===== src/rtl/packed_trace_logger.sv =====
// Packs narrow trace samples into buffer words. Trace mode keeps a triggered
// ring-buffer snapshot; stream mode drains the same buffer as a FIFO.
module packed_trace_logger #(
   parameter int TRACE_W = 8,
   parameter int WORD_W  = 32,
   parameter int DEPTH   = 16,
   localparam int AW = $clog2(DEPTH),
   localparam int NW = $clog2($clog2(TRACE_W) + 1),
   localparam int PW = $clog2(WORD_W)
) (
   input  logic               CLK_I,
   input  logic               RST_I,
   input  logic               CONF_UPDATE_I,
   input  logic               MODE_I,
   input  logic [NW-1:0]      NTRACE_I,
   input  logic [AW-1:0]      DELAY_I,
   input  logic [TRACE_W-1:0] TRACE_I,
   input  logic               TRIG_I,
   output logic [WORD_W-1:0]  DATA_O,
   output logic               VALID_O,
   input  logic               READY_I,
   output logic               TRG_EVENT_O,
   output logic [PW-1:0]      EVENT_POS_O,
   output logic [AW-1:0]      EVENT_ADDR_O,
   output logic               DONE_O,
   output logic               OVERFLOW_O,
   output logic [AW:0]        FILL_O
);
   localparam int TLOG = $clog2(TRACE_W);

   typedef enum logic [2:0] {IDLE, ARMED, POST, DONE, STREAM} state_t;
   state_t r_state;
   state_t w_stateNext;

   logic                r_mode;
   logic [NW-1:0]       r_ntrace;
   logic [AW-1:0]       r_delay;
   logic [WORD_W-1:0]   r_pack;
   logic [PW-1:0]       r_bitPos;
   logic                r_commitValid;
   logic [WORD_W-1:0]   r_commitData;
   logic [AW-1:0]       r_wp;
   logic [AW-1:0]       r_rp;
   logic [AW:0]         r_fill;
   logic                r_trgEvent;
   logic [PW-1:0]       r_eventPos;
   logic [AW-1:0]       r_eventAddr;
   logic                r_overflow;
   logic [AW-1:0]       r_postCnt;
   logic [WORD_W-1:0]   r_mem [DEPTH];

   logic [NW-1:0]       w_sLog;
   logic [PW:0]         w_sBits;
   logic [WORD_W-1:0]   w_sampleMask;
   logic [WORD_W-1:0]   w_packNext;
   logic                w_lastSample;
   logic                w_capture;
   logic                w_readout;
   logic                w_valid;
   logic                w_pop;
   logic                w_full;
   logic                w_commitEn;
   logic                w_write;
   logic                w_dropOldest;
   logic                w_overflowSet;
   logic [AW:0]         w_fillNext;
   logic                w_trigHit;
   logic [AW-1:0]       w_curAddr;

   // Sample width S = 2^NTRACE, clamped to the trace port width
   assign w_sLog       = (r_ntrace > NW'(TLOG)) ? NW'(TLOG) : r_ntrace;
   assign w_sBits      = (PW+1)'(1) << w_sLog;
   assign w_sampleMask = (WORD_W'(1) << w_sBits) - WORD_W'(1);
   assign w_packNext   = r_pack | ((WORD_W'(TRACE_I) & w_sampleMask) << r_bitPos);
   assign w_lastSample = (({1'b0, r_bitPos} + w_sBits) == (PW+1)'(WORD_W));

   assign w_capture  = (r_state == ARMED) || (r_state == POST) || (r_state == STREAM);
   assign w_readout  = (r_state == DONE) || (r_state == STREAM);
   assign w_valid    = w_readout && (r_fill != '0);
   assign w_pop      = w_valid && READY_I;
   assign w_full     = (r_fill == (AW+1)'(DEPTH));
   assign w_commitEn = r_commitValid && w_capture;

   // Trace mode always writes and evicts the oldest word when full; stream
   // mode only writes when a slot is free or is being freed this cycle.
   assign w_write       = w_commitEn && (!r_mode || !w_full || w_pop);
   assign w_dropOldest  = w_write && !r_mode && w_full;
   assign w_overflowSet = w_commitEn && r_mode && w_full && !w_pop;
   assign w_fillNext    = r_fill + (AW+1)'(w_write && !w_dropOldest) - (AW+1)'(w_pop);

   assign w_trigHit = TRIG_I && !r_trgEvent && ((r_state == ARMED) || (r_state == STREAM));
   assign w_curAddr = r_wp + AW'(w_write);

   assign DATA_O       = w_valid ? r_mem[r_rp] : '0;
   assign VALID_O      = w_valid;
   assign FILL_O       = r_fill;
   assign DONE_O       = (r_state == DONE);
   assign TRG_EVENT_O  = r_trgEvent;
   assign EVENT_POS_O  = r_eventPos;
   assign EVENT_ADDR_O = r_eventAddr;
   assign OVERFLOW_O   = r_overflow;

   always_ff @(posedge CLK_I) begin
      if (RST_I) r_state <= IDLE;
      else       r_state <= w_stateNext;
   end

   always_comb begin
      w_stateNext = r_state;
      if (CONF_UPDATE_I) begin
         w_stateNext = MODE_I ? STREAM : ARMED;
      end else begin
         case (r_state)
            ARMED:   if (w_trigHit) w_stateNext = POST;
            POST:    if (w_commitEn && (r_postCnt == AW'(1))) w_stateNext = DONE;
            default: w_stateNext = r_state;
         endcase
      end
   end

   always_ff @(posedge CLK_I) begin
      if (!RST_I && !CONF_UPDATE_I && w_write) r_mem[r_wp] <= r_commitData;
   end

   always_ff @(posedge CLK_I) begin
      if (RST_I || CONF_UPDATE_I) begin
         if (RST_I) begin
            r_mode   <= 1'b0;
            r_ntrace <= '0;
            r_delay  <= '0;
         end else begin
            r_mode   <= MODE_I;
            r_ntrace <= NTRACE_I;
            // Keep at least the trigger word and one older word in the ring
            r_delay  <= (DELAY_I >= AW'(DEPTH - 1)) ? AW'(DEPTH - 2) : DELAY_I;
         end
         r_pack        <= '0;
         r_bitPos      <= '0;
         r_commitValid <= 1'b0;
         r_commitData  <= '0;
         r_wp          <= '0;
         r_rp          <= '0;
         r_fill        <= '0;
         r_trgEvent    <= 1'b0;
         r_eventPos    <= '0;
         r_eventAddr   <= '0;
         r_overflow    <= 1'b0;
         r_postCnt     <= '0;
      end else begin
         if (w_capture) begin
            r_pack        <= w_lastSample ? '0 : w_packNext;
            r_bitPos      <= w_lastSample ? '0 : r_bitPos + w_sBits[PW-1:0];
            r_commitValid <= w_lastSample;
            if (w_lastSample) r_commitData <= w_packNext;
         end else begin
            r_pack        <= '0;
            r_bitPos      <= '0;
            r_commitValid <= 1'b0;
         end
         if (w_write) r_wp <= r_wp + AW'(1);
         r_rp   <= r_rp + AW'(w_pop || w_dropOldest);
         r_fill <= w_fillNext;
         if (w_overflowSet) r_overflow <= 1'b1;
         if (w_trigHit) begin
            r_trgEvent  <= 1'b1;
            r_eventPos  <= r_bitPos;
            r_eventAddr <= w_curAddr;
         end
         // Counts the trigger word plus the post-trigger words still to commit
         if ((r_state == ARMED) && w_trigHit)     r_postCnt <= r_delay + AW'(1);
         else if ((r_state == POST) && w_commitEn) r_postCnt <= r_postCnt - AW'(1);
      end
   end
endmodule


===== config.mk =====
export PLATFORM = sky130hd
export DESIGN_NAME = packed_trace_logger
export DESIGN_NICKNAME = d
export VERILOG_FILES = /design/src/rtl/packed_trace_logger.sv
export SDC_FILE = /design/constraint.sdc
export NUM_CORES = 1
export LEC_CHECK = 0
export CAP_MARGIN = 0
export CORE_UTILIZATION = 65
export CTS_CLUSTER_DIAMETER = 40
export DETAILED_ROUTE_END_ITERATION = 16
export PLACE_DENSITY = 0.79
export SLEW_MARGIN = 10
export SYNTH_ARGS = -nofsm -noshare
export SYNTH_HDL_FRONTEND = slang
export SYNTH_SLANG_ARGS = --single-unit

===== constraint.sdc =====
create_clock -name CLK_I -period 8.05 [get_ports CLK_I]
set_clock_uncertainty 0.15 [all_clocks]
set_input_delay 2.415 -clock CLK_I [delete_from_list [all_inputs] [get_ports CLK_I]]
set_output_delay 2.415 -clock CLK_I [all_outputs]
set_load 0.02 [all_outputs]

# Yosys cells after proc, flatten, opt, wreduce, memory -nomap -nowiden
# Memories as Yosys holds them, arrays and structs flattened. A register that Yosys moved wholly into a read port is not among the register bits.
# Cells that the tools add are included.
[word_totals]
in_bits = 20
mem_bits_rw = 512
regBits = 108
wordCells = 98
output_inout_bits = 50
memories = 1
[memory_table]
columns = ["memory", "words", "width", "rd", "rd_ports_with_merged_regs", "wr", "line", "rtl"]
rows = [
  ["r_mem", 16, 32, 1, 1, 1, "50", "logic [WORD_W-1:0] r_mem [DEPTH];"],
]
[classes]
n_eq_ne = 9
shifts = 3
magnitude_cmp = 2
n_addsub = 10
mux = 13
bitwise_logic = 3
reduce_logical = 40
[op_table]
columns = ["op", "n"]
rows = [
  ["8-bit by 32-bit bitwise AND with 32-bit output", 1],
  ["32-bit two-way mux", 1],
  ["32-bit OR", 1],
  ["1-bit by 6-bit left shift with 32-bit output (first input constant)", 1],
  ["32-bit by 5-bit left shift with 32-bit output", 1],
  ["32-bit by 2-bit subtractor with 32-bit output (second input constant)", 1],
  ["1-bit logical AND", 17],
  ["4-bit two-way mux", 4],
  ["3-bit two-way mux", 4],
  ["4-bit by 1-bit adder with 4-bit output", 2],
  ["4-bit by 1-bit adder with 4-bit output (second input constant)", 2],
  ["1-bit logical OR", 8],
  ["1-bit logical NOT", 7],
  ["5-bit by 6-bit adder with 6-bit output", 1],
  ["3-bit by 2-bit equality test with 1-bit output (second input constant)", 2],
  ["6-bit equality test (second input constant)", 1],
  ["3-bit one-hot mux with 2 select lines", 1],
  ["1-bit by 2-bit left shift with 6-bit output (first input constant)", 1],
  ["5-bit by 1-bit adder with 5-bit output", 1],
  ["5-bit adder", 1],
  ["5-bit equality test (second input constant)", 1],
  ["5-bit nonzero test", 1],
  ["5-bit by 1-bit subtractor with 5-bit output", 1],
  ["4-bit by 1-bit equality test with 1-bit output (second input constant)", 1],
  ["other kinds (16)", 18],
]

# Depth between registers and ports, before layout
[logic_depth]
depth_word = 12
ltp_mapped = 16
depth_no_buf = 16

# Least setup slack after synthesis
# Ideal clock, no wire load.
[synth_path]
kind = "input port to flip-flop"
start = "input RST_I"
end = "memory r_mem[3][0] (enable)"
cell_stages = 4
setup_ns = 0.461
n_path_buf = 1
required_time_ns = 7.439
t_arrival_ns = 5.367
slack_ns = 2.072
path_cell_list = "clkbuf_1 -> nor2_1 -> nand3_1 -> nor3_1"
[synth_between]
elab_chain_cells = 5
[synth_lines]
columns = ["element", "line", "rtl"]
rows = [
  ["start: declaration", "12", "input logic RST_I,"],
  ["1-bit logical NOT", "122", "if (!RST_I && !CONF_UPDATE_I && w_write) r_mem[r_wp] <= r_commitData;"],
  ["1-bit logical AND (2 in series)", "122", ""],
  ["1-bit two-way mux", "122", ""],
  ["1-bit two-way mux (not written as such)", "122", ""],
  ["end: declaration", "50", ""],
]
# Every way passes these cells.

==> parameters.txt <==
Parameter                              Value

Layout
  Most common library cell in the layout ignoring fill and taps ... sky130_fd_sc_hd__edfxtp_1
  Final #Nets ... 1466
  Fraction of final layout cells sized beyond drive strength 1 ... 0.220
  Number of standard cells in the final layout excluding fillers ... 1944
  Most frequent cells in the layout ... sky130_fd_sc_hd__edfxtp_1 (519), sky130_fd_sc_hd__mux4_2 (160), sky130_fd_sc_hd__dfxtp_1 (97), sky130_fd_sc_hd__nor2_1 (81), sky130_fd_sc_hd__clkbuf_16 (74)
  Core utilization of the finished layout ... 0.761
  Post-route cell area ... 27900 sq um
  Number of antenna diodes ... 0
  Area growth syn-to-layout ... 14.7%

Die
  Initial core utilization ... 0.663
  Core area ... 36700 sq um
  Total number of placement rows ... 70
  Top-level I/O count ... 70
  Overall die height ... 195 um
  Die ar. ... 38200 sq um
  Die width ... 195 um

CTS
  Maximum count of clock buffers along a single path ... 3
  Total of cells resized after clock tree synthesis ... 0
  Clk sinks ... 620
  CTS hold repair buffers ... 0
  Number of H-tree levels ... 3
  Skew-Pair Late Insertion Delay ... 0.58 ns
  CTS buffer count ... 68
  CTS Root Buffer Type ... sky130_fd_sc_hd__clkbuf_16
  CTS tree ... built
  Clock-pin slew on the worst setup and hold paths ... 0.06 ns
  Total setup buffers inserted after CTS ... 0

Power
  Cell Pwr Density ... 236 nW/um^2
  Fraction of power consumed by sequential logic ... 0.523
  Total net switching power ... 1.33 mW
  Sw Ratio ... 0.201
  Leakage ... 8.20 nW
  Overall Power ... 6.58 mW
  Worst supply voltage drop on vdd ... 0.268 mV
  Total internal power ... 5.25 mW
  Clk network pwr share ... 0.466
  Combinational group share of total power ... 0.011

Synthesis
  Flop and latch count out of synthesis ... 620
  Fraction of the mapped netlist area in simple logic gates ... 0.0498
  Xor and xnor area share after synthesis ... 0.00648
  Cell count after synthesis ... 1330
  Cells taking the most area after synthesis ... sky130_fd_sc_hd__edfxtp_1 (64%), sky130_fd_sc_hd__mux4_2 (15%), sky130_fd_sc_hd__dfxtp_1 (8.3%), sky130_fd_sc_hd__nor2_1 (1.4%), sky130_fd_sc_hd__a21oi_1 (1.3%)
  Area share of fa/ha/maj cells after synthesis ... 0.0124
  Count of unique library cells instantiated by Yosys ... 59
  Post-synthesis mux area share ... 0.151
  Portion of the post-synthesis area used by sequential elements ... 0.724
  Dominant combinational cell family by area after synthesis ... multiplexers
  Post-synthesis async set-or-reset flop share ... 0
  Biggest area consumer among synthesized cells ... sky130_fd_sc_hd__edfxtp_1
  Portion of synthesized cell area occupied by the leading cell type ... 0.640
  Summed instance area of the synthesized netlist ... 24300 sq um
  Post-synth top flop ... sky130_fd_sc_hd__edfxtp_1
  Yosys Warn Count ... 0
  Synthesized area per cell ... 18.3 sq um
  Count of flip-flops with a built-in enable after synthesis ... 519
  Nets in the synthesized netlist ... 1373
  Compound-gate portion of the synthesized area ... 0.0396

Global route
  Global-route met3 utilization ... 0.0459
  Number of global-route vias before repair ... 13200
  Wire length of the first global-routing pass ... 83.4 mm
  GRT met1 Usage ... 0.412
  Busiest layer in global routing ... met2
  Remaining global-route overflow ... 0
  Global-route total usage across every layer ... 0.305
  Pin count of the biggest net entering global routing ... 89
  Number of antenna violations at the first check in global routing ... 1
  Met2 demand-to-capacity share in global routing ... 0.511

Detailed routing
  Final wirelength ... 56.0 mm
  Total DRC errors in the routed layout ... 0
  Total iterations of the first detailed-routing run ... 8
  Overall via count from detail_route ... 13100
  DRC marker count from the first detailed-route iteration ... 1478
  Average wire per standard cell ... 28.8 um
  Via-per-instance ratio ... 6.75
  Number of nets with antenna violations after routing ... 0

Critical path
  Depth of the worst register-to-register path ... 7
  Type of origin of the critical path ... flip-flop
  Beginning of the worst register-to-register path ... r_state[2]
  Worst R2R Setup Slack ... 4.26 ns
  R2R Path End ... r_mem[9][8]
  Required time reported for the critical path endpoint ... 5.49 ns
  Arrival time worst endpoint ... 3.85 ns
  Critical path peak fanout ... 36
  Critical Setup Path Class ... reg -> out
  Element type at the critical path end ... output pin

Worst hold path
  HP Class ... reg -> reg
  Endpoint, Worst Hold ... r_pack[4]
  Worst min-delay path startpoint ... r_pack[4]
  Min-Delay Path Depth ... 2

Placed design
  Pre-CTS worst setup slack ... 2.27 ns
  Weighted congestion reported at the end of routability-driven placement ... 0.917
  Port Buffers ... 69
  Instance area at placement ... 25700 sq um
  Placed cells ... 1821
  HPWL Detailed ... 28.6 mm

STA
  Hold Vio Cnt, Final ... 0
  Setup slack of the critical path after layout ... 1.64 ns
  Fmax ... 0.156 GHz
  Unrepaired setup endpoints after global routing ... no
  Number of slew-limit violations in the final report ... 0
  Rel. slew slack ... 0.287
  Worst Hold Slack ... 0.311 ns
  Post-Route Setup TNS ... 0 ns
  Final period demand of the worst path ... 6.41 ns
  Post-route clock period utilization ... 0.796
  Number of setup violations in the final report ... 0
  Transition time of the tightest slew-check pin ... 1.07 ns

Run status
  Status ... complete, no violations

Run
  Maximum Capacitance Violations ... 0
[worst max-delay path: stages, from the launching register on]
cell and delay [ns]:
sky130_fd_sc_hd__dfxtp_4 0.84, sky130_fd_sc_hd__buf_4 0.54, sky130_fd_sc_hd__mux4_2 0.61, sky130_fd_sc_hd__mux4_2 0.49
sky130_fd_sc_hd__and2_1 0.18, sky130_fd_sc_hd__clkdlybuf4s50_1 0.53
[area by class of cell]
cell class,count,area [sq um]
flip-flops and latches,620,17600
fillers,1936,8780
multi-input cells,608,6450
clock buffers,85,1930
repair buffers,96,918
well taps,468,586
clock inverters,38,305
inverters,29,109
[registers in the layout, indices dropped and copies added, names as in the netlist, 5 cells and up]
register / flops
FILL_O: 5
r_pack: 32
EVENT_POS_O: 5
r_commitData: 32
r_bitPos: 5
r_mem: 512
[power groups by stage]
stage	Sequential [mW]	Clock, mW	Combinational [mW]
after global routing	3.44	3.21	0.0766
final	3.44	3.07	0.0706
after floorplan	3.51	0	0.0453
after detailed placement	3.51	0	0.0681
after global placement	3.51	0	0.0669
after CTS	3.44	3.08	0.0690
[cells in the mapped netlist, types with 6 or more instances]
| cell type | number |
|---|---|
| sky130_fd_sc_hd__a211oi_1 | 11 |
| sky130_fd_sc_hd__a21oi_1 | 65 |
| sky130_fd_sc_hd__a221oi_1 | 7 |
| sky130_fd_sc_hd__a31oi_1 | 7 |
| sky130_fd_sc_hd__and2_1 | 37 |
| sky130_fd_sc_hd__buf_1 | 6 |
| sky130_fd_sc_hd__buf_2 | 19 |
| sky130_fd_sc_hd__clkbuf_1 | 47 |
| sky130_fd_sc_hd__dfxtp_1 | 101 |
| sky130_fd_sc_hd__edfxtp_1 | 519 |
| sky130_fd_sc_hd__ha_1 | 21 |
| sky130_fd_sc_hd__inv_1 | 28 |
| sky130_fd_sc_hd__mux2i_1 | 8 |
| sky130_fd_sc_hd__mux4_2 | 160 |
| sky130_fd_sc_hd__nand2_1 | 35 |
| sky130_fd_sc_hd__nand2b_1 | 9 |
| sky130_fd_sc_hd__nand3_1 | 12 |
| sky130_fd_sc_hd__nand3b_1 | 6 |
| sky130_fd_sc_hd__nor2_1 | 93 |
| sky130_fd_sc_hd__nor2b_1 | 9 |
| sky130_fd_sc_hd__nor3_1 | 15 |
| sky130_fd_sc_hd__o21ai_0 | 33 |
| sky130_fd_sc_hd__xnor2_1 | 11 |
| sky130_fd_sc_hd__xor2_1 | 7 |
[worst max-delay path by stage]
stage	start	to	slack, ns	depth (start not counted)
floorplan	RST_I	r_mem[3][0]	2.07	4
global placement	r_rp[0]	DATA_O[18]	2.29	5
detailed placement	r_rp[0]	DATA_O[31]	2.27	5
CTS	r_rp[0]	DATA_O[23]	1.58	5
global route	r_rp[0]	DATA_O[23]	1.46	5
finish	r_rp[0]	DATA_O[23]	1.64	5
[cells by family after synthesis]
kind of cell    count (synthesis)
flops                         620
simple gates                  242
mux                           168
compound gates                157
buf+inv                       102
fa+ha+maj                      23
xor+xnor                       18
[metal layers]
layer,vias to the layer above,share of wire
met5,-,0
met4,0,0.034
met3,123,0.079
met2,749,0.51
met1,6748,0.38
li1,5504,-
(Power assumes the default switching activity.)
